`src/rtl/fisqrt_rr_scheduler.sv`:
```
// fisqrt_rr_scheduler
//   Round-robin front end that shares one iterative fastInvSqrt unit
//   (half-precision 1/sqrt(x)) among NREQ requesters. A winner is picked in
//   IDLE. Its operand is captured and held on unit_x. The unit is launched by
//   pulsing unit_start, and the scheduler then waits for unit_done. A
//   watchdog bounds that wait and returns a quiet NaN if the unit never
//   answers.
//
// Ports
//   clk, reset          clock; synchronous active-high reset
//   req, req_x          per-requester request and FP16 operand (16 bits each)
//   req_ack             one-hot, one-cycle grant/capture pulse
//   unit_x, unit_start  operand and reset/start drive to the shared unit
//   unit_done, unit_result, unit_ofuf   completion, result and flags from the unit
//   busy                high in any state but IDLE
//   rsp_valid           one-cycle response strobe
//   rsp_id, rsp_result, rsp_ofuf, rsp_timeout   response fields, held until the next response
//
// state  | meaning
// IDLE   | scan requests round-robin, capture the winner
// LAUNCH | unit_start high for START_LEN cycles
// WAIT   | count cycles, accept done after GUARD, abort at TIMEOUT
// RESP   | rsp_valid strobe, back to IDLE
module fisqrt_rr_scheduler #(
  parameter int NREQ      = 4,
  parameter int IDW       = 2,
  parameter int START_LEN = 1,
  parameter int GUARD     = 1,
  parameter int TIMEOUT   = 64
) (
  input  logic              clk,
  input  logic              reset,
  input  logic [NREQ-1:0]   req,
  input  logic [16*NREQ-1:0] req_x,
  output logic [NREQ-1:0]   req_ack,
  output logic [15:0]       unit_x,
  output logic              unit_start,
  input  logic              unit_done,
  input  logic [15:0]       unit_result,
  input  logic [1:0]        unit_ofuf,
  output logic              busy,
  output logic              rsp_valid,
  output logic [IDW-1:0]    rsp_id,
  output logic [15:0]       rsp_result,
  output logic [1:0]        rsp_ofuf,
  output logic              rsp_timeout
);

  localparam logic [1:0] IDLE   = 2'd0;
  localparam logic [1:0] LAUNCH = 2'd1;
  localparam logic [1:0] WAIT   = 2'd2;
  localparam logic [1:0] RESP   = 2'd3;

  // One counter serves both the launch length and the wait watchdog.
  localparam int CMAX = (TIMEOUT > START_LEN) ? TIMEOUT : START_LEN;
  localparam int CW   = $clog2(CMAX + 1);

  localparam logic [15:0] QNAN = 16'h7E00;

  logic [1:0]     state;
  logic [IDW-1:0] ptr;
  logic [IDW-1:0] cur_id;
  logic [CW-1:0]  cnt;

  logic           found;
  logic [IDW-1:0] win;
  logic [IDW-1:0] scan_idx;

  // Scan from ptr+1 upward (mod NREQ); the most recent winner is looked at
  // last, so a requester holding req after its ack yields to the others.
  always_comb begin
    found    = 1'b0;
    win      = '0;
    scan_idx = '0;
    for (int k = 1; k <= NREQ; k++) begin
      scan_idx = IDW'((int'(ptr) + k) % NREQ);
      if (!found && req[scan_idx]) begin
        found = 1'b1;
        win   = scan_idx;
      end
    end
  end

  // Reset also holds the shared unit in reset, so a mid-operation abort
  // leaves it clean for the next launch.
  assign unit_start = reset || (state == LAUNCH);
  assign busy       = (state != IDLE);

  always_ff @(posedge clk) begin
    if (reset) begin
      state       <= IDLE;
      ptr         <= IDW'(NREQ - 1);
      cur_id      <= '0;
      cnt         <= '0;
      req_ack     <= '0;
      unit_x      <= '0;
      rsp_valid   <= 1'b0;
      rsp_id      <= '0;
      rsp_result  <= '0;
      rsp_ofuf    <= '0;
      rsp_timeout <= 1'b0;
    end else begin
      req_ack   <= '0;
      rsp_valid <= 1'b0;
      case (state)
        IDLE: begin
          if (found) begin
            req_ack <= NREQ'(1) << win;
            unit_x  <= req_x[16*win +: 16];
            cur_id  <= win;
            ptr     <= win;
            cnt     <= '0;
            state   <= LAUNCH;
          end
        end
        LAUNCH: begin
          if (cnt == CW'(START_LEN - 1)) begin
            cnt   <= '0;
            state <= WAIT;
          end else begin
            cnt <= cnt + CW'(1);
          end
        end
        WAIT: begin
          cnt <= cnt + CW'(1);
          // A done seen inside the guard window is left over from the
          // previous operation. A real done takes priority over the
          // watchdog when both land in the same cycle.
          if (unit_done && (cnt >= CW'(GUARD))) begin
            rsp_valid   <= 1'b1;
            rsp_id      <= cur_id;
            rsp_result  <= unit_result;
            rsp_ofuf    <= unit_ofuf;
            rsp_timeout <= 1'b0;
            state       <= RESP;
          end else if (cnt == CW'(TIMEOUT - 1)) begin
            rsp_valid   <= 1'b1;
            rsp_id      <= cur_id;
            rsp_result  <= QNAN;
            rsp_ofuf    <= 2'b00;
            rsp_timeout <= 1'b1;
            state       <= RESP;
          end
        end
        RESP: begin
          state <= IDLE;
        end
        default: begin
          state <= IDLE;
        end
      endcase
    end
  end

endmodule

```
`config.mk`:
```
export PLATFORM = sky130hd
export DESIGN_NAME = fisqrt_rr_scheduler
export DESIGN_NICKNAME = d
export VERILOG_FILES = /design/src/rtl/fisqrt_rr_scheduler.sv
export SDC_FILE = /design/constraint.sdc
export NUM_CORES = 1
export LEC_CHECK = 0
export ABC_AREA = 1
export BUFFER_PORTS_ARGS = -buffer_cell sky130_fd_sc_hd__buf_2
export CORE_UTILIZATION = 44
export CTS_BUF_LIST = sky130_fd_sc_hd__clkbuf_2
export DETAILED_ROUTE_END_ITERATION = 10
export PLACE_DENSITY = 0.79
export SETUP_SLACK_MARGIN = 0.4
export SYNTH_ARGS = -nofsm -noshare
export SYNTH_HDL_FRONTEND = slang
export SYNTH_SLANG_ARGS = --single-unit
```
`constraint.sdc`:
```
create_clock -name clk -period 1.85 [get_ports clk]
set_clock_uncertainty 0.05 [all_clocks]
set_input_delay 0.185 -clock clk [delete_from_list [all_inputs] [get_ports clk]]
set_output_delay 0.185 -clock clk [all_outputs]
set_load 0.005 [all_outputs]
```
After elaboration in Yosys (flattened, before gate mapping):

Index checks and enable logic that the tools add are counted.

* $add $sub $neg: 5
* $lt $le $gt $ge: 5
* equality and inequality tests: 7
* shift-type cells: 2
* muxes and demuxes: 34
* bitwise gates (word level): 3
* reduce and logical (&&, ||, !) cells: 19

Operator list (count)
* variable part select 64 x 7 -> 16 bit: 1
* 2-to-1 mux 16 bit: 2
* 2-to-1 mux 2 bit: 12
* one-hot mux 7 bit (3 select lines): 1
* 2-to-1 mux 7 bit: 2
* < comparator 2 x 3 -> 1 bit (second input constant): 4
* 2-to-1 mux 1 bit: 12
* binary-select mux 1 bit (select 2 bit): 4
* one-hot mux 2 bit (4 select lines): 1
* adder 7 x 1 -> 7 bit (second input constant): 1
* equality test 7 x 6 -> 1 bit (second input constant): 1
* greater-or-equal comparator 7 x 1 -> 1 bit (second input constant): 1
* logical NOT 7 bit: 1
* AND reduction 2 bit: 3
* adder 2 x 1 -> 2 bit (second input constant): 2
* adder 2 bit (second input constant): 2
* equality test 2 bit (second input constant): 2
* logical AND 1 bit: 4
* nonzero test 2 bit: 2
* << shifter 1 x 2 -> 4 bit (first input constant): 1
* logical NOT 1 bit: 3
* != test 3 bit (second input constant): 1
* NOT 1 bit: 3
* AND reduction 3 bit: 1
* 8 further kinds: 8

* register bits: 55
* bits of input ports: 89

Logic depth before layout (Yosys ltp):

* depth after elaboration: 15
* mapped depth: 16
* gate-level depth less buffers: 14

Worst setup path after synthesis:

Ideal clock, no wire load.

* path kind: reg-to-reg
* start: reg cnt[1]
* end: reg rsp_timeout
* library setup time: 0.127 ns
* arrival time: 1.554 ns
* data required time: 1.673 ns
* slack: 0.119 ns
* stages on the path, launching flop included: 12
* clock period less this slack: 1.731 ns
* cell sequence: dfxtp_1 inv_1 ha_1 nor3_1 nand3_1 nand2_1 o21ai_1 nand2_1 inv_1 buf_2 o21ai_0 nor2_1

* longest elaborated chain between the ends: 4
* elaborated cells between the ends (all ways): 6
* those cells by class: order compare: 1; eq/ne: 1; mux: 1; reduce/logical: 3

Ends and longest elaborated chain
* from (decl): RTL line 63 `logic [CW-1:0] cnt;`
* from (signal assigned): RTL line 121 `cnt <= cnt + CW'(1);`
* from (signal assigned): RTL line 125 `cnt <= cnt + CW'(1);`
* greater-or-equal comparator 7 x 1 -> 1 bit: RTL line 129 `if (unit_done && (cnt >= CW'(GUARD))) begin`
* logical AND 1 bit: RTL line 129
* nonzero test 2 bit (no line)
* AND reduction 2 bit (no line)
* to (signal assigned): RTL line 101 `rsp_timeout <= 1'b0;`
* to (signal assigned): RTL line 134 `rsp_timeout <= 1'b0;`
* to (signal assigned): RTL line 141 `rsp_timeout <= 1'b1;`
* to (decl): RTL line 46 `output logic rsp_timeout`

Several ways; a longest one is shown, not always the timed one.
A chain may end at the register's enable or synchronous reset.

Worst setup path after layout:

* start: reg ptr[0]
* end: reg unit_x[6]

* longest elaborated chain between the ends: 14
* elaborated cells between the ends (all ways): 28
* those cells by class: add/sub: 4; shift: 1; mux: 16; reduce/logical: 7

Ends and longest elaborated chain
* from (decl): RTL line 61 `logic [IDW-1:0] ptr;`
* from (signal assigned): RTL line 92 `ptr <= IDW'(NREQ - 1);`
* from (signal assigned): RTL line 111 `ptr <= win;`
* adder 2 x 1 -> 2 bit: RTL line 76 `scan_idx = IDW'((int'(ptr) + k) % NREQ);`
* binary-select mux 1 bit (select 2 bit): RTL line 77 `if (!found && req[scan_idx]) begin`
* 2-to-1 mux 1 bit (not written as such): RTL line 77
* 2-to-1 mux 1 bit: RTL line 77
* logical NOT 1 bit: RTL line 77
* logical AND 1 bit: RTL line 77
* 2-to-1 mux 1 bit: RTL line 77
* logical NOT 1 bit: RTL line 77
* logical AND 1 bit: RTL line 77
* 2-to-1 mux 1 bit: RTL line 77
* logical NOT 1 bit: RTL line 77
* logical AND 1 bit: RTL line 77
* 2-to-1 mux 2 bit / 2-to-1 mux 1 bit (equally long branches): RTL line 77
* variable part select 64 x 7 -> 16 bit / AND reduction 2 bit (equally long branches)
* to (signal assigned): RTL line 109 `unit_x <= req_x[16*win +: 16];`
* to (decl): RTL line 36 `output logic [15:0] unit_x,`

Several ways; a longest one is shown, not always the timed one. The select of a mux whose other input is x is not followed.

==> summary by stage <==
Setup path
The critical path ends at unit_x[6]. The worst setup path is launched from a flop. The worst register-to-register path begins at ptr[0].

The end of the worst register-to-register path is unit_x[6]. The top fanout value on the critical path is 8. The data required time at the worst endpoint is 2210 ps. The critical path is of the reg -> reg type. The kind of end point of the critical path is a flop. Data on the critical path arrives at its endpoint at approximately 2400 ps. The worst-case register-to-register setup slack is -160 ps. The number of cells traversed by the worst register-to-register path is 14.

The critical path starts at ptr[0].

Floorplanning
The core region area is 6495 sq um. Measured along the y axis, the die boundary spans ~85 microns. For this configuration, the core starts out at a cell density of 0.4675. In this run the horizontal extent of the chip is between 80 and 90 microns. The standard-cell row count is 29.

The number of I/O pins is 133. The floorplan die area is 7238 sq um.

Drt
Dividing the detail-routed wire length by the instance count gives 18.61 microns. After detailed routing, the total wire length is around 14000 microns. The detail-routed via count per cell is between 5 and 6. The final route contains 4378 vias. The first detailed-routing pass took 6 iterations. The detail route stage leaves a number of antenna-violating nets equal to 0.

The number of design-rule violations left by the first detailed-router iteration is 267. After detailed routing, the number of remaining DRC violations is 0.

Synth
The post-synthesis cell type count is 31. Synthesis produced a netlist with a net count of 537. The flop and latch count out of synthesis is 55.

The most used flip-flop cell after synthesis is sky130_fd_sc_hd__dfxtp_1. The number of standard cells after synthesis is 440. The post-synthesis average cell area is 6.902 sq um. The share of flip-flops with an asynchronous set or reset is 0. After synthesis the cells add up to 3037 sq um. In this run, synthesis inferred 0 flip-flops with an integrated enable. The part of the Yosys area used for sequential elements is 0.3626.

Yosys printed 0 warnings.

Finish
The net count of the finished layout is 756. After the flow finishes, the layout carries non-filler instances totaling between 700 and 800. In the layout the commonest cells are 130 x sky130_fd_sc_hd__buf_2, 78 x sky130_fd_sc_hd__nand2_1, 51 x sky130_fd_sc_hd__dlygate4sd3_1.

The final design instance area without fill is 5517 sq um. The most common library cell in the layout ignoring fill and taps is sky130_fd_sc_hd__buf_2. In the final layout, the share of cells above drive strength 1 is 0.5424.

From synthesis to final layout, the design area changed by 81.66%.

Clocking
The clock net in this run drives a total of 55 sinks. The number of clock buffers added by TritonCTS is 5. The insertion delay of the later-clocked pin in the worst-skew pair is about 480 ps. The clock tree from TritonCTS is built.

No sink is reached through more buffers than the 2 on the longest clock path. The clock-pin slew on the worst setup and hold paths is 310 ps. In this run the clock root is driven by a sky130_fd_sc_hd__clkbuf_2.

The total number of H-tree levels is 2.

Status
The flow ran to the end, but the final reports show violations. The checks that failed: negative setup slack.

Place
At the end of routability-driven placement, the weighted congestion stood at between 0.8 and 0.9. In this run the tool buffered the top-level ports with 132 buffer cells. The cell area after placement is ~4000 sq um. The total half-perimeter wirelength after legalization and detailed placement is ~6400 microns. The worst slack after detailed placement is -76.19 ps. Including well taps, the total number of placed cells is 643.

Flow run
Max-cap violations in this run came to 0.

Pwr
The standby leakage power is 2.622 nW. The maximum VDD drop is 0.8173 mV. The power density normalized to cell area is 1622 nW/um^2.

Timing
The achievable clock frequency is 498.7 MHz. The transition time at the pin with the least slew margin is 823.5 ps. The final-layout worst hold slack is 36.81 ps. The count of endpoints failing setup in the final report is 16. The post-route worst setup slack is -155.3 ps. The final-report hold violation count is 0. Setup repair after global routing could not meet its margin everywhere.

The max-slew violation count is 0. In the finished design, the share of the clock period the worst path needs comes to 1.084. The minimum clock period is 2005 ps.

The worst pin sits at a relative slew slack of 0.4504.

Global route
The wire length of the first global-routing pass is about 19000 microns. The number of global-route vias before repair is 3947. For this run the aggregate overflow at the end of global routing stands at 0. The pin count of the biggest net entering global routing is 33. The overall routing resource usage is 0.3227. The initial antenna violation count is 1.

Min path
The worst hold path begins at req_x[26]. The worst hold path belongs to the class in -> reg.
[state kept, by name, indices dropped and copies added (netlist names)]
signal	count
rsp_result	16
unit_x	16
cnt	7
req_ack	4
cur_id	2
ptr	2
rsp_id	2
rsp_ofuf	2
state	2
rsp_timeout	1
rsp_valid	1
[layer usage]
layer  track usage  part of all wire  vias up
met3        0.1099              0.12      129
met4        0.1757             0.077        0
met1        0.3376              0.33     1976
li1              -                 -     1917
met2        0.5689              0.48      356
met5             0                 0        -
[power breakdown]
part,leakage [nW],switching [mW],internal (mW)
sequential,0.451,0.188,1.47
combinational,2.14,3.87,2.90
clock,0.0332,0.414,0.105
[metrics by stage]
step	TNS, ps	utilization	total power [mW]
CTS	0	0.7679	7.420
floorplan	0	-	4.774
detailed placement	-462.4	0.6120	6.016
global placement	0	0.6120	5.914
global route	-3518	0.8494	9.379
finish	-995.2	0.8494	8.948
[worst min-delay path by stage]
| stage | endpoint | cells after the start |
|---|---|---|
| final | unit_x[10] | 5 |
| after global routing | unit_x[2] | 5 |
| after CTS | unit_x[6] | 5 |
| after detailed placement | rsp_result[13] | 3 |
| after global placement | rsp_result[12] | 3 |
| after floorplan | rsp_result[10] | 2 |
[critical path, cell delays in order (launching register included)]
cell	delay, ps
sky130_fd_sc_hd__dfxtp_4	450
sky130_fd_sc_hd__buf_6	140
sky130_fd_sc_hd__nand2_4	60
sky130_fd_sc_hd__nand2_4	50
sky130_fd_sc_hd__nand2_2	80
sky130_fd_sc_hd__nand2_4	70
sky130_fd_sc_hd__nand2_2	80
sky130_fd_sc_hd__nand2_1	60
sky130_fd_sc_hd__nand2_2	110
sky130_fd_sc_hd__nand3_4	200
sky130_fd_sc_hd__buf_12	220
sky130_fd_sc_hd__nand2_1	80
sky130_fd_sc_hd__nand3_1	120
sky130_fd_sc_hd__nand3_1	110
sky130_fd_sc_hd__nand2_1	70
[cells by family (layout without fill, tap and decap cells)]
group                    Yosys count  count (layout)  share of synthesized area
flip-flops                        55              55                     0.3626
XOR/XNOR                           1               1                   0.002885
other                              0               1                          0
buffers and inverters             53             273                    0.08817
adder cells (fa/ha/maj)            8               8                    0.03296
AND/OR/NAND/NOR                  279             279                     0.4392
AO/OA/AOI/OAI                     44              44                    0.07417
[cell type report]
| type | count | area [sq um] |
|---|---|---|
| flip-flops and latches | 55 | 1121 |
| clock inverters | 2 | 17.52 |
| well taps | 77 | 96.34 |
| diodes | 1 | 2.502 |
| clock buffers | 6 | 30.03 |
| multi-input cells | 332 | 2316 |
| repair buffers | 233 | 1760 |
| inverters | 29 | 147.6 |
| repair inverters | 3 | 25.02 |
| fillers | 342 | 978.4 |
[timing repair]
action | CTS | global route
hold buffers | 50 | 1
cloned | 4 | 2
endpoints found under the hold margin | 34 | 1
gates resized for setup | 89 | 98
pin swaps | 40 | 34
setup buffers | 19 | 10
setup endpoints to repair | 57 | 57
[Yosys cell counts (2+ instances only)]
| cell type | instances | share of area |
|---|---|---|
| sky130_fd_sc_hd__buf_2 | 12 | 0.020 |
| sky130_fd_sc_hd__nand2_2 | 8 | 0.016 |
| sky130_fd_sc_hd__nand2_4 | 4 | 0.015 |
| sky130_fd_sc_hd__nand3_4 | 2 | 0.012 |
| sky130_fd_sc_hd__inv_1 | 23 | 0.028 |
| sky130_fd_sc_hd__a21oi_1 | 18 | 0.030 |
| sky130_fd_sc_hd__nand4_1 | 33 | 0.068 |
| sky130_fd_sc_hd__buf_6 | 5 | 0.019 |
| sky130_fd_sc_hd__inv_4 | 2 | 0.0041 |
| sky130_fd_sc_hd__inv_2 | 3 | 0.0037 |
| sky130_fd_sc_hd__nor2_1 | 25 | 0.031 |
| sky130_fd_sc_hd__o21ai_1 | 2 | 0.0033 |
| sky130_fd_sc_hd__nor3_1 | 10 | 0.016 |
| sky130_fd_sc_hd__nand3_1 | 58 | 0.096 |
| sky130_fd_sc_hd__buf_4 | 3 | 0.0074 |
| sky130_fd_sc_hd__ha_1 | 8 | 0.033 |
| sky130_fd_sc_hd__or2_2 | 2 | 0.0041 |
| sky130_fd_sc_hd__o21ai_0 | 21 | 0.035 |
| sky130_fd_sc_hd__nand2_1 | 132 | 0.16 |
| sky130_fd_sc_hd__dfxtp_1 | 55 | 0.36 |
| sky130_fd_sc_hd__clkbuf_1 | 4 | 0.0049 |
(Power assumes the default switching activity.)
